$ cat config.mk
export PLATFORM = sky130hd
export DESIGN_NAME = step_sequencer
export DESIGN_NICKNAME = d
export VERILOG_FILES = /design/src/rtl/step_sequencer.sv
export SDC_FILE = /design/constraint.sdc
export NUM_CORES = 1
export LEC_CHECK = 0
export BUFFER_PORTS_ARGS = -buffer_cell sky130_fd_sc_hd__buf_2
export CORE_ASPECT_RATIO = 0.75
export CORE_MARGIN = 4
export CORE_UTILIZATION = 54
export DETAILED_ROUTE_END_ITERATION = 8
export PLACE_DENSITY = 0.88
export SLEW_MARGIN = 40
export SYNTH_ARGS = -nofsm -noshare
export SYNTH_HDL_FRONTEND = slang
export SYNTH_SLANG_ARGS = --single-unit
$ cat constraint.sdc
create_clock -name Clock -period 4.7 [get_ports Clock]
set_input_delay 0.235 -clock Clock [delete_from_list [all_inputs] [get_ports Clock]]
set_output_delay 0.235 -clock Clock [all_outputs]
set_load 0.01 [all_outputs]
$ cat src/rtl/step_sequencer.sv
// step_sequencer: control-step sequencer for a multi-cycle instruction engine.
// Walks Step through 1..NUM_STEPS per instruction, supports stalls, early
// completion from step 3 onwards, halting after the current instruction, and
// counts retired instructions.
module step_sequencer #(
  parameter int NUM_STEPS = 5,
  parameter int COUNT_W   = 16
) (
  input  logic                 Clock,
  input  logic                 Resetn,
  input  logic                 Run,
  input  logic                 Stall,
  input  logic                 EarlyDone,
  input  logic                 Halt,
  output logic [2:0]           Step,
  output logic [NUM_STEPS-1:0] T,
  output logic                 Advance,
  output logic                 InstrDone,
  output logic                 Busy,
  output logic                 Halted,
  output logic [COUNT_W-1:0]   InstrCount
);

  typedef enum logic [1:0] {
    IDLE   = 2'd0,
    RUN    = 2'd1,
    HALTED = 2'd2
  } state_t;

  localparam logic [2:0] LAST_STEP  = 3'(NUM_STEPS);
  localparam logic [2:0] FIRST_EARLY = 3'd3;

  state_t               state_reg;
  logic [2:0]           step_reg;
  logic                 instr_done_reg;
  logic [COUNT_W-1:0]   count_reg;
  logic                 completion;

  // An instruction retires on an unstalled RUN cycle at the last step, or
  // earlier when EarlyDone is raised at step 3 or later.
  assign completion = (state_reg == RUN) && !Stall &&
                      ((step_reg == LAST_STEP) ||
                       (EarlyDone && (step_reg >= FIRST_EARLY)));

  // Sequencer state, step counter, retirement pulse and retired count.
  always_ff @(posedge Clock or negedge Resetn) begin
    if (!Resetn) begin
      state_reg      <= IDLE;
      step_reg       <= 3'd0;
      instr_done_reg <= 1'b0;
      count_reg      <= '0;
    end else begin
      instr_done_reg <= 1'b0;
      case (state_reg)
        IDLE, HALTED: begin
          if (Run) begin
            state_reg <= RUN;
            step_reg  <= 3'd1;
          end else begin
            step_reg  <= 3'd0;
          end
        end
        RUN: begin
          if (completion) begin
            instr_done_reg <= 1'b1;
            count_reg      <= count_reg + COUNT_W'(1);
            if (Halt) begin
              state_reg <= HALTED;
              step_reg  <= 3'd0;
            end else begin
              step_reg  <= 3'd1;
            end
          end else if (!Stall) begin
            step_reg <= step_reg + 3'd1;
          end
        end
        default: begin
          state_reg <= IDLE;
          step_reg  <= 3'd0;
        end
      endcase
    end
  end

  // One-hot step decode: T[gi] is set when Step equals gi+1.
  for (genvar gi = 0; gi < NUM_STEPS; gi++) begin : g_tdec
    assign T[gi] = (step_reg == 3'(gi + 1));
  end

  assign Step       = step_reg;
  assign Advance    = (step_reg != 3'd0) && !Stall;
  assign InstrDone  = instr_done_reg;
  assign Busy       = (state_reg == RUN);
  assign Halted     = (state_reg == HALTED);
  assign InstrCount = count_reg;

endmodule
==> run summary, run 1 <==
outcome: finished, final reports clean
Max rail drop VDD: 328 uV
Seq. cell area: 551 um2
startpoint types: flip-flop
PwrDens: 470 nW/um2
effective utilization at floorplan: 57.0%
postcts setup bufs: 0
vias in the first global route: 828
H-tree levels: 1
Area Growth Syn to Fin: 21.1%
RSZ-0062 raised after global routing: no
num rows: 14
Sw Share: 36.9%
final setup vio count: 0
sequential share of the synthesized area: 48.4%
internal power: 0.409 mW
# diodes: 0
Reg clk slew, reported paths: 120 ps
NetSw: 0.239 mW
clock root buffer: clkbuf_4
Leak Pwr: 0.700 nW
PostCTS Resize Cnt: 0
worst-margin pin slew: 492 ps
area of the multi-input gates: 552 um2
fraction of registers with async set/reset: 100%
largest net degree at the start of global routing: 23
fin crit share: 43.8%
max-slew violation count: 0
Design Power: 0.648 mW
setup slack, reg-to-reg: 2640 ps
register share of total power: 41.3%
origin of the critical flop-to-flop path: Step[0]
Clock Latency Late Sink: 320 ps
Tightest Hold Check Type: in2reg
Final ANT Viol Nets: 0
Std-Cell Core Area: 2000 um2
# fillers: 161
Vias: 905
Cells after Synth: 102
share of cells above drive strength 1: 30.7%
clock network power share: 22.6%
total CTS buffers: 3
TNS Setup: 0 ps
Final Hold Fails: 0
first-pass GRT wire length: 3.59 mm
Nets: 150
drt drc: 0
endpoint type of the worst setup path: flip-flop
clk sinks: 22
drt wl/cell: 14.3 um
CP required: 4940 ps
number of port buffers: 33
drt first pass iters: 4
Hold Startpoint: Run
crit-path max FO: 9
mean post-synth cell area: 11.2 um2
R2R depth: 6
Yosys reg bits: 22
Synth Warn #: 0
Routed WL: 2.30 mm
Slew Limit Headroom: 67.2%
initial antenna violation count: 0
GP Congestion: 0.770
Yosys cell types: 33
die height: 47.8 um
MaxCap Viol Count: 0
global route total overflow: 0
Synth Cell Area: 1140 um2
detailed placement HPWL: 1.77 mm
predominant post-synthesis flop cell: dfrtp_1
Setup Skew: 10.1 ps
DRT iter0 DRCs: 24
number of flip-flops under the largest register name: 16
post-cts hold buffer count: 1
DIE AREA: 2910 um2
crit path launch: Step[0]
Via density: 5.62
TritonCTS clock tree: built
critical path class: reg2reg
CTS Buffer Depth: 2
syn_nets: 114
Highest Clock Rate: 486 MHz
hold depth: 3
Post-synth EDFFs: 0
Total GRT Usage: 17.4%
I/O pin count: 34
post-route minimum period: 2060 ps
die span in x: 61.0 um
Gate power share: 36.1%
Worst EP arrival: 2300 ps
area by class of cell:
| class | count | share of cell area (%) |
|---|---|---|
| clock buffer | 3 | 1.63 |
| clock inverter | 1 | 2.18 |
| inverter | 5 | 1.36 |
| multi-input combinational | 72 | 40.0 |
| sequential | 22 | 39.9 |
| tap | 24 | 2.18 |
| timing repair buffer | 34 | 12.7 |
layer usage:
| layer | up-vias | wire length [um] | global-route usage (%) |
|---|---|---|---|
| met1 | 450 | 968 | 18.9 |
| met4 | 0 | 35 | 9.09 |
| li1 | 423 | - | - |
| met2 | 26 | 1150 | 30.6 |
| met3 | 6 | 145 | 5.93 |
| met5 | - | 0 | 0 |
power by group through the flow:
stage               Combinational, mW  Clock (mW)  Sequential [mW]
finish                          0.234       0.147            0.267
floorplan                       0.139           0            0.277
global route                    0.259       0.155            0.273
detailed placement              0.237           0            0.270
global placement                0.222           0            0.267
CTS                             0.238       0.151            0.267
cells in the final DEF, fill, tap and decap left out, drive strengths merged, types with 2 or more instances in the layout:
cell / count
buf: 33
dfrtp: 22
xnor2: 13
nand3: 8
nand2: 6
ha: 6
inv: 5
nand4: 5
a21oi: 4
and2: 3
clkbuf: 3
nor2: 3
nand2b: 2
nor2b: 2
and4: 2
xor2: 2
and3: 2
nor3: 2
worst max-delay path, stage by stage (launching register included):
cell and delay, ps:
dfrtp_1 490, ha_1 240, ha_1 220, a211oi_4 350, nor2_2 170, or3b_1 370, a21oi_1 150
synth_stat cells (2+ instances only):
master	instances	share of area (%)
a21oi_1	3	1.3
and2_1	3	1.6
and3_1	2	1.1
and4_1	2	1.5
buf_2	2	0.88
dfrtp_1	22	48
ha_1	6	6.6
inv_1	5	1.6
nand2_1	6	2.0
nand2b_1	2	1.1
nand3_1	8	3.5
nand4_1	5	2.7
nor2_1	2	0.66
nor2b_1	2	1.1
xnor2_1	13	10
xor2_1	2	1.5
cells by family after synthesis:
kind of cell | share of synthesized area [%]
simple gates | 22.7
flops | 48.4
xor+xnor | 11.5
compound gates | 6.59
buf+inv | 3.19
fa+ha+maj | 6.59
mux | 0.989
per-stage QoR:
step	worst slack [ps]	cell area, um2	utilization, %	instances	hold WS (ps)
2_1_floorplan	2720	1140	-	102	-60.6
3_3_place_gp	2750	1320	65.9	156	214
3_5_place_dp	2660	1320	65.9	156	225
4_1_cts	2630	1380	69.0	161	162
5_1_grt	2520	1380	69.0	161	178
6_report	2640	1380	69.0	161	165
final timing paths:
check / end
setup / recovery: Step[1]
setup reg to reg: Step[1]
hold reg to reg: InstrCount[15]
min in group asynchronous: Step[2]
max in group asynchronous: InstrCount[2]
hold / removal: Step[0]
No activity file was read; power rests on OpenSTA's default activity.
==> run 2, diff against run 1 <==
--- a/config.mk
+++ b/config.mk
@@ -8,9 +8,9 @@
 export BUFFER_PORTS_ARGS = -buffer_cell sky130_fd_sc_hd__buf_2
 export CORE_ASPECT_RATIO = 0.75
 export CORE_MARGIN = 4
-export CORE_UTILIZATION = 54
+export CORE_UTILIZATION = 50
 export DETAILED_ROUTE_END_ITERATION = 8
-export PLACE_DENSITY = 0.88
+export PLACE_DENSITY = 0.83
 export SLEW_MARGIN = 40
 export SYNTH_ARGS = -nofsm -noshare
 export SYNTH_HDL_FRONTEND = slang
==> constraint.sdc (replaced) <==
create_clock -name Clock -period 1.9 [get_ports Clock]
set_input_delay 0.095 -clock Clock [delete_from_list [all_inputs] [get_ports Clock]]
set_output_delay 0.095 -clock Clock [all_outputs]
set_load 0.01 [all_outputs]
==> run summary, run 2 (synthesis results as in run 1) <==
RSZ-0062 raised after global routing: no (unchanged)
max-slew violation count: 0 (unchanged)
CTS Buffer Depth: 2 (unchanged)
Reg clk slew, reported paths: 110 ps (was 120 ps)
clock network power share: 21.3% (was 22.6%)
# diodes: 0 (unchanged)
Slew Limit Headroom: 67.3% (was 67.2%)
# fillers: 169 (was 161)
drt drc: 0 (unchanged)
endpoint type of the worst setup path: flip-flop (unchanged)
fin crit share: 93.2% (was 43.8%)
GP Congestion: 0.823 (was 0.770)
MaxCap Viol Count: 0 (unchanged)
Final Hold Fails: 0 (unchanged)
TritonCTS clock tree: built (unchanged)
detailed placement HPWL: 1.72 mm (was 1.77 mm)
setup ws final: 129 ps (was 2640 ps)
number of port buffers: 33 (unchanged)
num rows: 14 (unchanged)
vias in the first global route: 846 (was 828)
total CTS buffers: 3 (unchanged)
TNS Setup: 0 ps (unchanged)
Leak Pwr: 0.726 nW (was 0.700 nW)
Tightest Hold Check Type: in2reg (unchanged)
Final ANT Viol Nets: 0 (unchanged)
most frequent cells in the layout: buf_2, dfrtp_1, xnor2_1 (unchanged)
Gate power share: 42.0% (was 36.1%)
Worst EP arrival: 2000 ps (was 2300 ps)
internal power: 1.08 mW (was 0.409 mW)
post-route minimum period: 1770 ps (was 2060 ps)
placed inst area: 1360 um2 (was 1320 um2)
global route total overflow: 0 (unchanged)
Clock Latency Late Sink: 310 ps (was 320 ps)
clk sinks: 22 (unchanged)
Sw Share: 35.9% (was 36.9%)
startpoint types: flip-flop (unchanged)
die span in x: 63.1 um (was 61.0 um)
drt first pass iters: 4 (unchanged)
worst slack at placement: 107 ps (was 2660 ps)
effective utilization at floorplan: 54.6% (was 57.0%)
Fin Hold WS: 53.6 ps (was 165 ps)
Max rail drop VDD: 754 uV (was 328 uV)
crit-path max FO: 4 (was 9)
first-pass GRT wire length: 3.84 mm (was 3.59 mm)
register share of total power: 36.7% (was 41.3%)
Area Growth Syn to Fin: 25.4% (was 21.1%)
Design Power: 1.68 mW (was 0.648 mW)
die height: 49.3 um (was 47.8 um)
worst-margin pin slew: 491 ps (was 492 ps)
drt wl/cell: 13.7 um (was 14.3 um)
H-tree levels: 1 (unchanged)
critical path class: reg2reg (unchanged)
Highest Clock Rate: 565 MHz (was 486 MHz)
Seq. cell area: 552 um2 (was 551 um2)
Routed WL: 2.28 mm (was 2.30 mm)
Design Area, Final: 1430 um2 (was 1380 um2)
DIE AREA: 3110 um2 (was 2910 um2)
share of cells above drive strength 1: 34.5% (was 30.7%)
area of the multi-input gates: 562 um2 (was 552 um2)
Vias: 898 (was 905)
final setup vio count: 0 (unchanged)
I/O pin count: 34 (unchanged)
Via density: 5.41 (was 5.62)
DRT iter0 DRCs: 55 (was 24)
initial antenna violation count: 0 (unchanged)
number of flip-flops under the largest register name: 16 (unchanged)
largest net degree at the start of global routing: 23 (unchanged)
PwrDens: 1170 nW/um2 (was 470 nW/um2)
NetSw: 0.602 mW (was 0.239 mW)
Std-Cell Core Area: 2080 um2 (was 2000 um2)
outcome: finished, final reports clean (unchanged)
CP required: 2130 ps (was 4940 ps)
clock root buffer: clkbuf_4 (unchanged)
Total GRT Usage: 15.6% (was 17.4%)
Nets: 155 (was 150)
most common cell after layout, fill and taps aside: buf_2 (unchanged)
Setup Skew: 13.1 ps (was 10.1 ps)
run 2: metrics by stage:
| step | utilization [%] | std cells |
|---|---|---|
| 3_5_place_dp | 65.0 | 161 |
| 2_1_floorplan | - | 102 |
| 6_report | 68.5 | 166 |
| 4_1_cts | 68.0 | 166 |
| 3_3_place_gp | 65.0 | 161 |
| 5_1_grt | 68.5 | 166 |
run 2: final timing paths:
path	start	cells after the start	slack (ps)	end
setup / recovery	Step[0]	6	130	Step[1]
hold / removal	Run	3	50	state_reg[0]
setup reg to reg	Step[0]	6	130	Step[1]
hold reg to reg	InstrCount[15]	1	480	InstrCount[15]
max in group asynchronous	Resetn	2	1260	Step[0]
min in group asynchronous	Resetn	2	260	InstrCount[5]
run 2: worst max-delay path, cell delays in order, from the launching register on:
cell      delay [ps]
dfrtp_2          420
ha_1             200
ha_2             190
a211oi_4         300
nor2_2            90
or3b_1           360
a21oi_1          150
run 2: cell type report:
| class | count | area share (%) |
|---|---|---|
| Multi-Input combinational cell | 72 | 39.4 |
| Sequential cell | 22 | 38.7 |
| Timing Repair Buffer | 39 | 14.9 |
| Clock inverter | 1 | 2.10 |
| Tap cell | 24 | 2.10 |
| Clock buffer | 3 | 1.58 |
| Inverter | 5 | 1.31 |
run 2: timing repair:
item | 4_1_cts | 5_1_grt
endpoints found under the setup margin | 0 | 2
setup buffers | 0 | 0
resized for setup | 0 | 2
hold buffers | 1 | 0
hold endpoints to repair | 22 | 0
run 2: metal layers:
metal	part of all wire, %	vias to the layer above	track usage (%)	routed length (um)
met5	0	-	0	0
met4	0.44	0	3.30	10
met3	6.1	2	5.30	138
met2	50	25	27.8	1150
met1	43	436	18.1	981
li1	-	435	-	-
run 2: power by group through the flow:
stage               combinational (mW)  sequential (mW)  clock, mW
floorplan                        0.344            0.689          0
global placement                 0.674            0.618          0
detailed placement               0.695            0.624          0
CTS                              0.702            0.617      0.362
global route                     0.784            0.629      0.385
finish                           0.705            0.615      0.356
==> run 3, diff against run 2 <==
--- a/config.mk
+++ b/config.mk
@@ -6,7 +6,6 @@
 export NUM_CORES = 1
 export LEC_CHECK = 0
 export BUFFER_PORTS_ARGS = -buffer_cell sky130_fd_sc_hd__buf_2
-export CORE_ASPECT_RATIO = 0.75
 export CORE_MARGIN = 4
 export CORE_UTILIZATION = 50
 export DETAILED_ROUTE_END_ITERATION = 8
==> run summary, run 3 (synthesis results as in run 1) <==
origin of the critical flop-to-flop path: Step[1] (was Step[0])
# diodes: 0 (unchanged)
Gate power share: 45.3% (was 42.0%)
final setup vio count: 0 (unchanged)
most frequent cells in the layout: buf_2, dfrtp_1, xnor2_1 (unchanged)
outcome: finished, final reports clean (unchanged)
startpoint types: flip-flop (unchanged)
Via density: 5.25 (was 5.41)
share of cells above drive strength 1: 35.9% (was 34.5%)
setup ws final: 41.1 ps (was 129 ps)
DIE AREA: 3100 um2 (was 3110 um2)
DRT iter0 DRCs: 15 (was 55)
first-pass GRT wire length: 4.06 mm (was 3.84 mm)
critical path class: reg2reg (unchanged)
clock root buffer: clkbuf_4 (unchanged)
Nets: 155 (unchanged)
vias in the first global route: 902 (was 846)
effective utilization at floorplan: 52.0% (was 54.6%)
MaxCap Viol Count: 0 (unchanged)
Slew Limit Headroom: 67.5% (was 67.3%)
global route total overflow: 0 (unchanged)
I/O pin count: 34 (unchanged)
CP required: 2130 ps (about the same)
CTS Buffer Depth: 2 (unchanged)
R2R depth: 6 (unchanged)
Setup Skew: 5.65 ps (was 13.1 ps)
die span in x: 55.7 um (was 63.1 um)
Fin Hold WS: 57.9 ps (was 53.6 ps)
GP Congestion: 0.810 (was 0.823)
drt drc: 0 (unchanged)
Total GRT Usage: 16.0% (was 15.6%)
crit path launch: Step[1] (was Step[0])
fin crit share: 97.8% (was 93.2%)
Design Power: 1.59 mW (was 1.68 mW)
Clock Latency Late Sink: 300 ps (was 310 ps)
number of flip-flops under the largest register name: 16 (unchanged)
NetSw: 0.607 mW (was 0.602 mW)
register share of total power: 39.0% (was 36.7%)
setup slack, reg-to-reg: 40 ps (was 130 ps)
# fillers: 198 (was 169)
Routed WL: 2.34 mm (was 2.28 mm)
Area Growth Syn to Fin: 24.9% (was 25.4%)
max-slew violation count: 0 (unchanged)
num rows: 17 (was 14)
Highest Clock Rate: 538 MHz (was 565 MHz)
Leak Pwr: 0.720 nW (was 0.726 nW)
Std-Cell Core Area: 2190 um2 (was 2080 um2)
Final Hold Fails: 0 (unchanged)
area of the multi-input gates: 568 um2 (was 562 um2)
crit-path max FO: 5 (was 4)
Seq. cell area: 552 um2 (unchanged)
detailed placement HPWL: 1.77 mm (was 1.72 mm)
worst-margin pin slew: 487 ps (was 491 ps)
total CTS buffers: 3 (unchanged)
Sw Share: 38.1% (was 35.9%)
Vias: 893 (was 898)
TritonCTS clock tree: built (unchanged)
internal power: 0.985 mW (was 1.08 mW)
Max rail drop VDD: 760 uV (was 754 uV)
drt wl/cell: 13.8 um (was 13.7 um)
initial antenna violation count: 0 (unchanged)
CP Capture Point: Step[1] (unchanged)
Worst EP arrival: 2090 ps (was 2000 ps)
Tightest Hold Check Type: in2reg (unchanged)
drt first pass iters: 4 (unchanged)
Final ANT Viol Nets: 0 (unchanged)
most common cell after layout, fill and taps aside: buf_2 (unchanged)
number of port buffers: 33 (unchanged)
TNS Setup: 0 ps (unchanged)
endpoint type of the worst setup path: flip-flop (unchanged)
worst slack at placement: 87.7 ps (was 107 ps)
PwrDens: 1120 nW/um2 (was 1170 nW/um2)
clock network power share: 15.7% (was 21.3%)
clk sinks: 22 (unchanged)
Reg clk slew, reported paths: 120 ps (was 110 ps)
reg2reg end: Step[1] (unchanged)
post-route minimum period: 1860 ps (was 1770 ps)
largest net degree at the start of global routing: 23 (unchanged)
H-tree levels: 1 (unchanged)
die height: 55.7 um (was 49.3 um)
run 3: changes by cell type in the layout (fill, tap and decap cells not counted), sizes merged:
cell	before	now
bufinv	1	0
clkbuf	3	4
run 3: how the worst min path moves through the flow:
stage | from | endpoint | slack [ps] | cells past startpoint
final | Run | Step[0] | 60 | 3
after CTS | Run | state_reg[1] | 50 | 3
after global placement | Resetn | InstrCount[12] | 70 | 1
after global routing | Run | Step[0] | 50 | 3
after detailed placement | Resetn | InstrCount[12] | 80 | 1
after floorplan | Resetn | InstrCount[0] | -200 | 0
run 3: critical path, cell delays in order (launching register included):
cell,delay (ps)
dfrtp_1,440
ha_1,210
ha_2,200
a211oi_4,380
nor2_4,70
or3b_1,350
a21oi_1,140
run 3: stage by stage:
step	util (%)	std cells	area [um2]
4_1_cts	63.8	169	1400
3_5_place_dp	61.7	164	1350
3_3_place_gp	61.7	164	1350
6_report	64.9	170	1420
5_1_grt	64.9	170	1420
2_1_floorplan	-	102	1140
run 3: cell type report:
type                    instances  share of cell area [%]
clock buffers                   4                    2.55
inverters                       5                    1.32
multi-input cells              72                    39.9
flip-flops and latches         22                    38.8
well taps                      28                    2.46
repair buffers                 39                    15.0
run 3: what timing repair did:
item                                    4_1_cts  5_1_grt
resized for setup                             0        4
hold buffers                                  1        0
endpoints found under the setup margin        0        4
hold endpoints to repair                     22        0
setup buffers                                 0        1
run 3: power groups by stage:
stage,sequential (mW),combinational (mW),clock [mW]
after floorplan,0.689,0.344,0
after global placement,0.621,0.652,0
after detailed placement,0.628,0.680,0
after CTS,0.621,0.685,0.266
after global routing,0.634,0.791,0.287
final,0.621,0.721,0.250
run 3: routing by layer:
layer	up-vias	track usage (%)	wire length [um]
met5	-	0	0
li1	435	-	-
met4	0	3.13	12
met3	2	3.25	131
met1	432	19.5	970
met2	24	28.9	1230
